--- config.mk ---
export PLATFORM = sky130hd
export DESIGN_NAME = writeback_arbiter_flat
export DESIGN_NICKNAME = d
export VERILOG_FILES = /design/src/rtl/writeback_arbiter_if.sv /design/src/rtl/writeback_arbiter.sv /design/src/flat_wrapper.sv
export SDC_FILE = /design/constraint.sdc
export NUM_CORES = 1
export LEC_CHECK = 0
export ABC_AREA = 0
export BUFFER_PORTS_ARGS = -buffer_cell sky130_fd_sc_hd__buf_2
export CAP_MARGIN = 20
export CELL_PAD_IN_SITES_DETAIL_PLACEMENT = 0
export CELL_PAD_IN_SITES_GLOBAL_PLACEMENT = 1
export CORE_MARGIN = 2
export CORE_UTILIZATION = 37
export CTS_BUF_LIST = sky130_fd_sc_hd__clkbuf_16
export DETAILED_ROUTE_END_ITERATION = 6
export PLACE_DENSITY_LB_ADDON = 0.1
export SLEW_MARGIN = 10
export SYNTH_ARGS = -nofsm -noshare
export SYNTH_HDL_FRONTEND = slang
export SYNTH_SLANG_ARGS = --single-unit
export TNS_END_PERCENT = 30
--- constraint.sdc ---
create_clock -name clk -period 5.8 [get_ports clk]
set_input_delay 1.16 -clock clk [delete_from_list [all_inputs] [get_ports clk]]
set_output_delay 1.16 -clock clk [all_outputs]
set_load 0.02 [all_outputs]
--- src/rtl/writeback_arbiter_if.sv ---
// rtl/writeback_arbiter_if.sv - producer and register-file handshake bundle for writeback_arbiter
interface writeback_arbiter_if #(
    parameter int DATABITWIDTH    = 16,
    parameter int INPUTPORTCOUNT  = 4,
    parameter int PORTADDRWIDTH   = 2,
    parameter int REGADDRBITWIDTH = 4
) ();
    logic [INPUTPORTCOUNT-1:0]                      InputACK;
    logic [INPUTPORTCOUNT-1:0]                      InputREQ;
    logic [INPUTPORTCOUNT-1:0][DATABITWIDTH-1:0]    InputData;
    logic [INPUTPORTCOUNT-1:0][REGADDRBITWIDTH-1:0] InputAddr;
    logic                                           OutputACK;
    logic                                           OutputREQ;
    logic [DATABITWIDTH-1:0]                        OutputData;
    logic [REGADDRBITWIDTH-1:0]                     OutputAddr;
    logic [PORTADDRWIDTH-1:0]                       OutputPort;
    logic                                           Urgent;

    modport slave (
        input  InputACK, InputData, InputAddr, OutputREQ,
        output InputREQ, OutputACK, OutputData, OutputAddr, OutputPort, Urgent
    );

    modport master (
        output InputACK, InputData, InputAddr, OutputREQ,
        input  InputREQ, OutputACK, OutputData, OutputAddr, OutputPort, Urgent
    );
endinterface

--- src/rtl/writeback_arbiter.sv ---
// rtl/writeback_arbiter.sv - round-robin writeback arbiter with starvation override and one-entry output register
module writeback_arbiter #(
    parameter int DATABITWIDTH    = 16,
    parameter int INPUTPORTCOUNT  = 4,
    parameter int PORTADDRWIDTH   = 2,
    parameter int REGADDRBITWIDTH = 4,
    parameter int STARVELIMIT     = 7
) (
    input  logic              clk,
    input  logic              async_rst_n,
    input  logic              clk_en,
    writeback_arbiter_if.slave bus
);
    localparam logic [3:0] LIMIT = 4'(STARVELIMIT);

    logic                       out_valid;
    logic [DATABITWIDTH-1:0]    out_data;
    logic [REGADDRBITWIDTH-1:0] out_addr;
    logic [PORTADDRWIDTH-1:0]   out_port;
    logic [PORTADDRWIDTH-1:0]   last_grant;
    logic [3:0]                 wait_cnt [INPUTPORTCOUNT];

    logic                       load;
    logic                       any_ack;
    logic                       transfer;
    logic                       urgent_hit;
    logic                       urgent_any;
    logic [PORTADDRWIDTH-1:0]   urgent_sel;
    logic [PORTADDRWIDTH-1:0]   rr_sel;
    logic [PORTADDRWIDTH-1:0]   grant;
    logic [INPUTPORTCOUNT-1:0]  req;

    assign load     = clk_en && (!out_valid || bus.OutputREQ);
    assign any_ack  = |bus.InputACK;
    assign transfer = load && any_ack;

    // Both scans run downward so the last hit is the lowest index / nearest rotation step.
    always_comb begin
        urgent_hit = 1'b0;
        urgent_any = 1'b0;
        urgent_sel = '0;
        rr_sel     = '0;
        for (int i = INPUTPORTCOUNT - 1; i >= 0; i--) begin
            if (wait_cnt[i] == LIMIT) begin
                urgent_any = 1'b1;
                if (bus.InputACK[i]) begin
                    urgent_hit = 1'b1;
                    urgent_sel = PORTADDRWIDTH'(i);
                end
            end
        end
        for (int k = INPUTPORTCOUNT; k >= 1; k--) begin
            if (bus.InputACK[PORTADDRWIDTH'((int'(last_grant) + k) % INPUTPORTCOUNT)]) begin
                rr_sel = PORTADDRWIDTH'((int'(last_grant) + k) % INPUTPORTCOUNT);
            end
        end
        grant = urgent_hit ? urgent_sel : rr_sel;
    end

    always_comb begin
        req = '0;
        if (transfer) begin
            req[grant] = 1'b1;
        end
    end

    always_ff @(posedge clk or negedge async_rst_n) begin
        if (!async_rst_n) begin
            out_valid  <= 1'b0;
            out_data   <= '0;
            out_addr   <= '0;
            out_port   <= '0;
            last_grant <= PORTADDRWIDTH'(INPUTPORTCOUNT - 1);
            for (int i = 0; i < INPUTPORTCOUNT; i++) begin
                wait_cnt[i] <= '0;
            end
        end else if (clk_en) begin
            if (transfer) begin
                out_valid  <= 1'b1;
                out_data   <= bus.InputData[grant];
                out_addr   <= bus.InputAddr[grant];
                out_port   <= grant;
                last_grant <= grant;
            end else if (bus.OutputREQ) begin
                out_valid <= 1'b0;
            end
            // Waiting ports age even while the output is stalled.
            for (int i = 0; i < INPUTPORTCOUNT; i++) begin
                if (transfer && grant == PORTADDRWIDTH'(i)) begin
                    wait_cnt[i] <= '0;
                end else if (bus.InputACK[i]) begin
                    wait_cnt[i] <= (wait_cnt[i] >= LIMIT) ? LIMIT : wait_cnt[i] + 4'd1;
                end else begin
                    wait_cnt[i] <= '0;
                end
            end
        end
    end

    assign bus.InputREQ   = req;
    assign bus.OutputACK  = out_valid;
    assign bus.OutputData = out_data;
    assign bus.OutputAddr = out_addr;
    assign bus.OutputPort = out_port;
    assign bus.Urgent     = urgent_any;
endmodule

--- src/flat_wrapper.sv ---
// flat-port wrapper written by rule: the top's interface ports become plain ports
module writeback_arbiter_flat 
#(
    parameter int DATABITWIDTH    = 16,
    parameter int INPUTPORTCOUNT  = 4,
    parameter int PORTADDRWIDTH   = 2,
    parameter int REGADDRBITWIDTH = 4,
    parameter int STARVELIMIT     = 7
)
  (clk, async_rst_n, clk_en, bus_InputACK, bus_InputData, bus_InputAddr, bus_OutputREQ, bus_InputREQ, bus_OutputACK, bus_OutputData, bus_OutputAddr, bus_OutputPort, bus_Urgent);
  writeback_arbiter_if #(.DATABITWIDTH(DATABITWIDTH), .INPUTPORTCOUNT(INPUTPORTCOUNT), .PORTADDRWIDTH(PORTADDRWIDTH), .REGADDRBITWIDTH(REGADDRBITWIDTH)) bus_i ();
  input  logic clk;
  input  logic async_rst_n;
  input  logic clk_en;
  input wire logic [$bits(bus_i.InputACK)-1:0] bus_InputACK;
  input wire logic [$bits(bus_i.InputData)-1:0] bus_InputData;
  input wire logic [$bits(bus_i.InputAddr)-1:0] bus_InputAddr;
  input wire logic [$bits(bus_i.OutputREQ)-1:0] bus_OutputREQ;
  output wire logic [$bits(bus_i.InputREQ)-1:0] bus_InputREQ;
  output wire logic [$bits(bus_i.OutputACK)-1:0] bus_OutputACK;
  output wire logic [$bits(bus_i.OutputData)-1:0] bus_OutputData;
  output wire logic [$bits(bus_i.OutputAddr)-1:0] bus_OutputAddr;
  output wire logic [$bits(bus_i.OutputPort)-1:0] bus_OutputPort;
  output wire logic [$bits(bus_i.Urgent)-1:0] bus_Urgent;
  assign bus_i.InputACK = bus_InputACK;
  assign bus_i.InputData = bus_InputData;
  assign bus_i.InputAddr = bus_InputAddr;
  assign bus_i.OutputREQ = bus_OutputREQ;
  assign bus_InputREQ = bus_i.InputREQ;
  assign bus_OutputACK = bus_i.OutputACK;
  assign bus_OutputData = bus_i.OutputData;
  assign bus_OutputAddr = bus_i.OutputAddr;
  assign bus_OutputPort = bus_i.OutputPort;
  assign bus_Urgent = bus_i.Urgent;
  writeback_arbiter #(.DATABITWIDTH(DATABITWIDTH), .INPUTPORTCOUNT(INPUTPORTCOUNT), .PORTADDRWIDTH(PORTADDRWIDTH), .REGADDRBITWIDTH(REGADDRBITWIDTH), .STARVELIMIT(STARVELIMIT)) u_core (.clk(clk), .async_rst_n(async_rst_n), .clk_en(clk_en), .bus(bus_i));
endmodule
==> impl_metrics.yaml <==
timing:
  setup_viol: 0
  skew_ns: 0.008944
  rsz0062_at_grt: "false"
  worstMarginPinSlew_ns: 0.9676
  final_hold_viol_count: 0
  min_period_ns: 4.225
  holdWs_ns: 0.4760
  fin_crit_sh_pct: 72.85
  setup_tns_ns: 0
  final_max_slew_viol_count: 0
  fmax_mhz: 236.7
  slew-limit-headroom_pct: 35.49
clock_tree:
  cts_tree: "built"
  cts-resized-gates: 0
  clk_path_buf_depth: 2
  ctsRootBufferMaster: "clkbuf_16"
  postCtsSetupBuffers: 0
  clkTransAtPathRegs_ns: 0.05
  cts_buffers: 5
  htree_num_levels: 2
  holdBufCountCts: 0
  cts.sinks: 41
  clk_latency_ns: 0.28
setup_path:
  critical_path.cell_chain: "buf_2, nand4b_1, a21boi_2, o21a_2, nand2b_2, nor2_1, buf_2"
  slowest_stage: "o21a_2"
  endpoint_kind: "output port"
  cpPeakStageDelay_ns: 0.76
  arrival_ns: 3.07
  crit_type: "input port to output port"
  worstSetupStartpointType: "input port"
  critPathRequiredTime_ns: 4.64
  crit_fanout: 46
  cpMostUsedCell: "buf_2"
floorplanning:
  dieArea_um2: 8316
  fp.dieH_um: 91.19
  num_rows: 31
  die_x_um: 91.19
  initial_core_util_pct: 38.57
  core_um2: 7292
  pin_count: 116
drt:
  postRouteAntennaNets: 0
  routed_wirelength_mm: 7.680
  drtIter0Drc: 120
  drt_pre_antenna_iters: 4
  vias_per_cell: 5.026
  drc: 0
  wl_per_cell_um: 14.25
  vias: 2709
finish:
  drive_gt1_share_pct: 35.91
  final_core_util_pct: 48.83
  area_growth_pct: 26.60
  diodes: 0
  nets: 531
worst_hold_path:
  min_path_type: "flop to flop"
logic_synthesis:
  synth.cell_area_um2: 2813
  ys_seq_area_share_pct: 36.57
  synth_async_sr_flop_share_pct: 100.0
  synthFlopType: "dfrtp_1"
  synth_top_area_share_pct: 34.70
  synth-seq-cells: 41
  synth_fp_nets: 431
  ys_warn_count: 0
  synth.most_common_cell: "nand2_1"
  synth_edf_count: 0
  synth.top_cells.by_count: "nand2_1, and3_1, dfrtp_1"
  synthCells: 339
  yosys.area.top_type: "dfrtp_1"
  synth_area_per_cell_um2: 8.297
  synth.top_cells.by_area: "dfrtp_1, nand2_1, and3_1"
  synth_cell_types: 42
grt:
  gr-usage-met1_pct: 25.99
  globalRouteOverflowTotal: 0
  grt_use_met2_pct: 27.53
  grt_use_met3_pct: 3.568
  grt_antenna_before_repair: 0
  top_usage_layer: "met2"
  grt_pass1_vias: 2470
  grt_util_all_layers_pct: 18.14
  grt_pass1_wl_mm: 12.13
  grt_max_degree: 52
power:
  p_int_w: 0.0007826
  power.density_nw_per_um2: 359.6
  power_frac_comb_pct: 43.7
  p_seq_share_pct: 32.4
  clkPwrFrac_pct: 23.8
  max-vdd-ir-drop_mv: 0.1440
  p_leak_nw: 1.854
  p_switching_w: 0.0004980
  switching_share_pct: 38.89
placement:
  gp_congestion: 0.8049
  hpwlAfterDp_mm: 5.564
  io_buffers: 115
run_status:
  status: "completed"
run:
  maxCapViolCount: 0
==> per-layer routing <==
layer	up-vias	part of all wire [%]
met5	-	0
met4	0	1.7
met3	11	6.2
met2	107	45
met1	1227	47
li1	1364	-
==> area by class of cell <==
class,instances,area (um^2)
clock buffer,5,125.1
clock inverter,3,37.54
fill,782,3731
inverter,13,48.80
multi-input combinational,261,1594
sequential,41,1028
tap,99,123.9
timing repair buffer,117,603.1
==> cell usage in the layout (no fill, tap or decap), drive strengths merged, types with 4 or more instances in the layout <==
cell type,synthesis,routed
nand2,117,117
buf,18,117
and3,40,40
dfrtp,39,39
o31ai,23,23
inv,13,14
o22ai,10,10
nor2,9,9
a21oi,8,8
o21ai,7,7
o21a,6,6
nand2b,6,6
nand3,5,5
clkbuf,6,5
ha,4,4
==> worst max-delay path, delay by kind of cell <==
| kind | cells | cell delay [ns] |
|---|---|---|
| buffers and inverters | 2 | 0.33 |
| AND/OR/NAND/NOR | 3 | 0.55 |
| AO/OA/AOI/OAI | 2 | 1.02 |
==> flip-flops by register name (all words and copies together) (netlist names) <==
register / cells
u_core.bus.OutputACK: 1
u_core.bus.OutputPort: 2
u_core.last_grant: 2
u_core.bus.OutputData: 16
u_core.wait_cnt: 16
u_core.bus.OutputAddr: 4
==> power by group through the flow <==
stage	combinational (W)	clock, W	sequential (W)
6_report	0.000560	0.000305	0.000415
5_1_grt	0.000618	0.000326	0.000428
4_1_cts	0.000562	0.000312	0.000417
3_5_place_dp	0.000562	0	0.000421
3_3_place_gp	0.000554	0	0.000419
2_1_floorplan	0.000356	0	0.000477
==> path summary, 6_finish.rpt <==
kind | from | to | slack (ns) | cells after the start
worst max-delay path | bus_InputACK[1] | bus_InputREQ[3] | 1.57 | 7
worst min-delay path | u_core.bus.OutputData[12] | u_core.bus.OutputData[12] | 0.48 | 2
worst max register to register | u_core.wait_cnt[12] | u_core.wait_cnt[4] | 3.07 | 7
worst min register to register | u_core.bus.OutputData[12] | u_core.bus.OutputData[12] | 0.48 | 2
max in group asynchronous | async_rst_n | u_core.bus.OutputData[13] | 4.20 | 1
min in group asynchronous | async_rst_n | u_core.wait_cnt[7] | 1.02 | 1
==> cell families after synthesis <==
logic type	Yosys count	share of synthesized area (%)
AND/OR/NAND/NOR	189	31.18
AO/OA/AOI/OAI	67	22.78
flip-flops	41	36.57
buffers and inverters	37	7.340
adder cells (fa/ha/maj)	4	1.779
multiplexers	1	0.3559
==> metrics by stage <==
step | power, W | setup WS [ns] | std cells | area, um^2
after CTS | 0.001291 | 1.561 | 538 | 3541
after floorplan | 0.0008338 | 2.016 | 339 | 2813
after global placement | 0.0009731 | 1.603 | 530 | 3378
after detailed placement | 0.0009825 | 1.564 | 530 | 3378
after global routing | 0.001372 | 1.390 | 539 | 3561
final | 0.001281 | 1.575 | 539 | 3561
(Power assumes the default switching activity.)
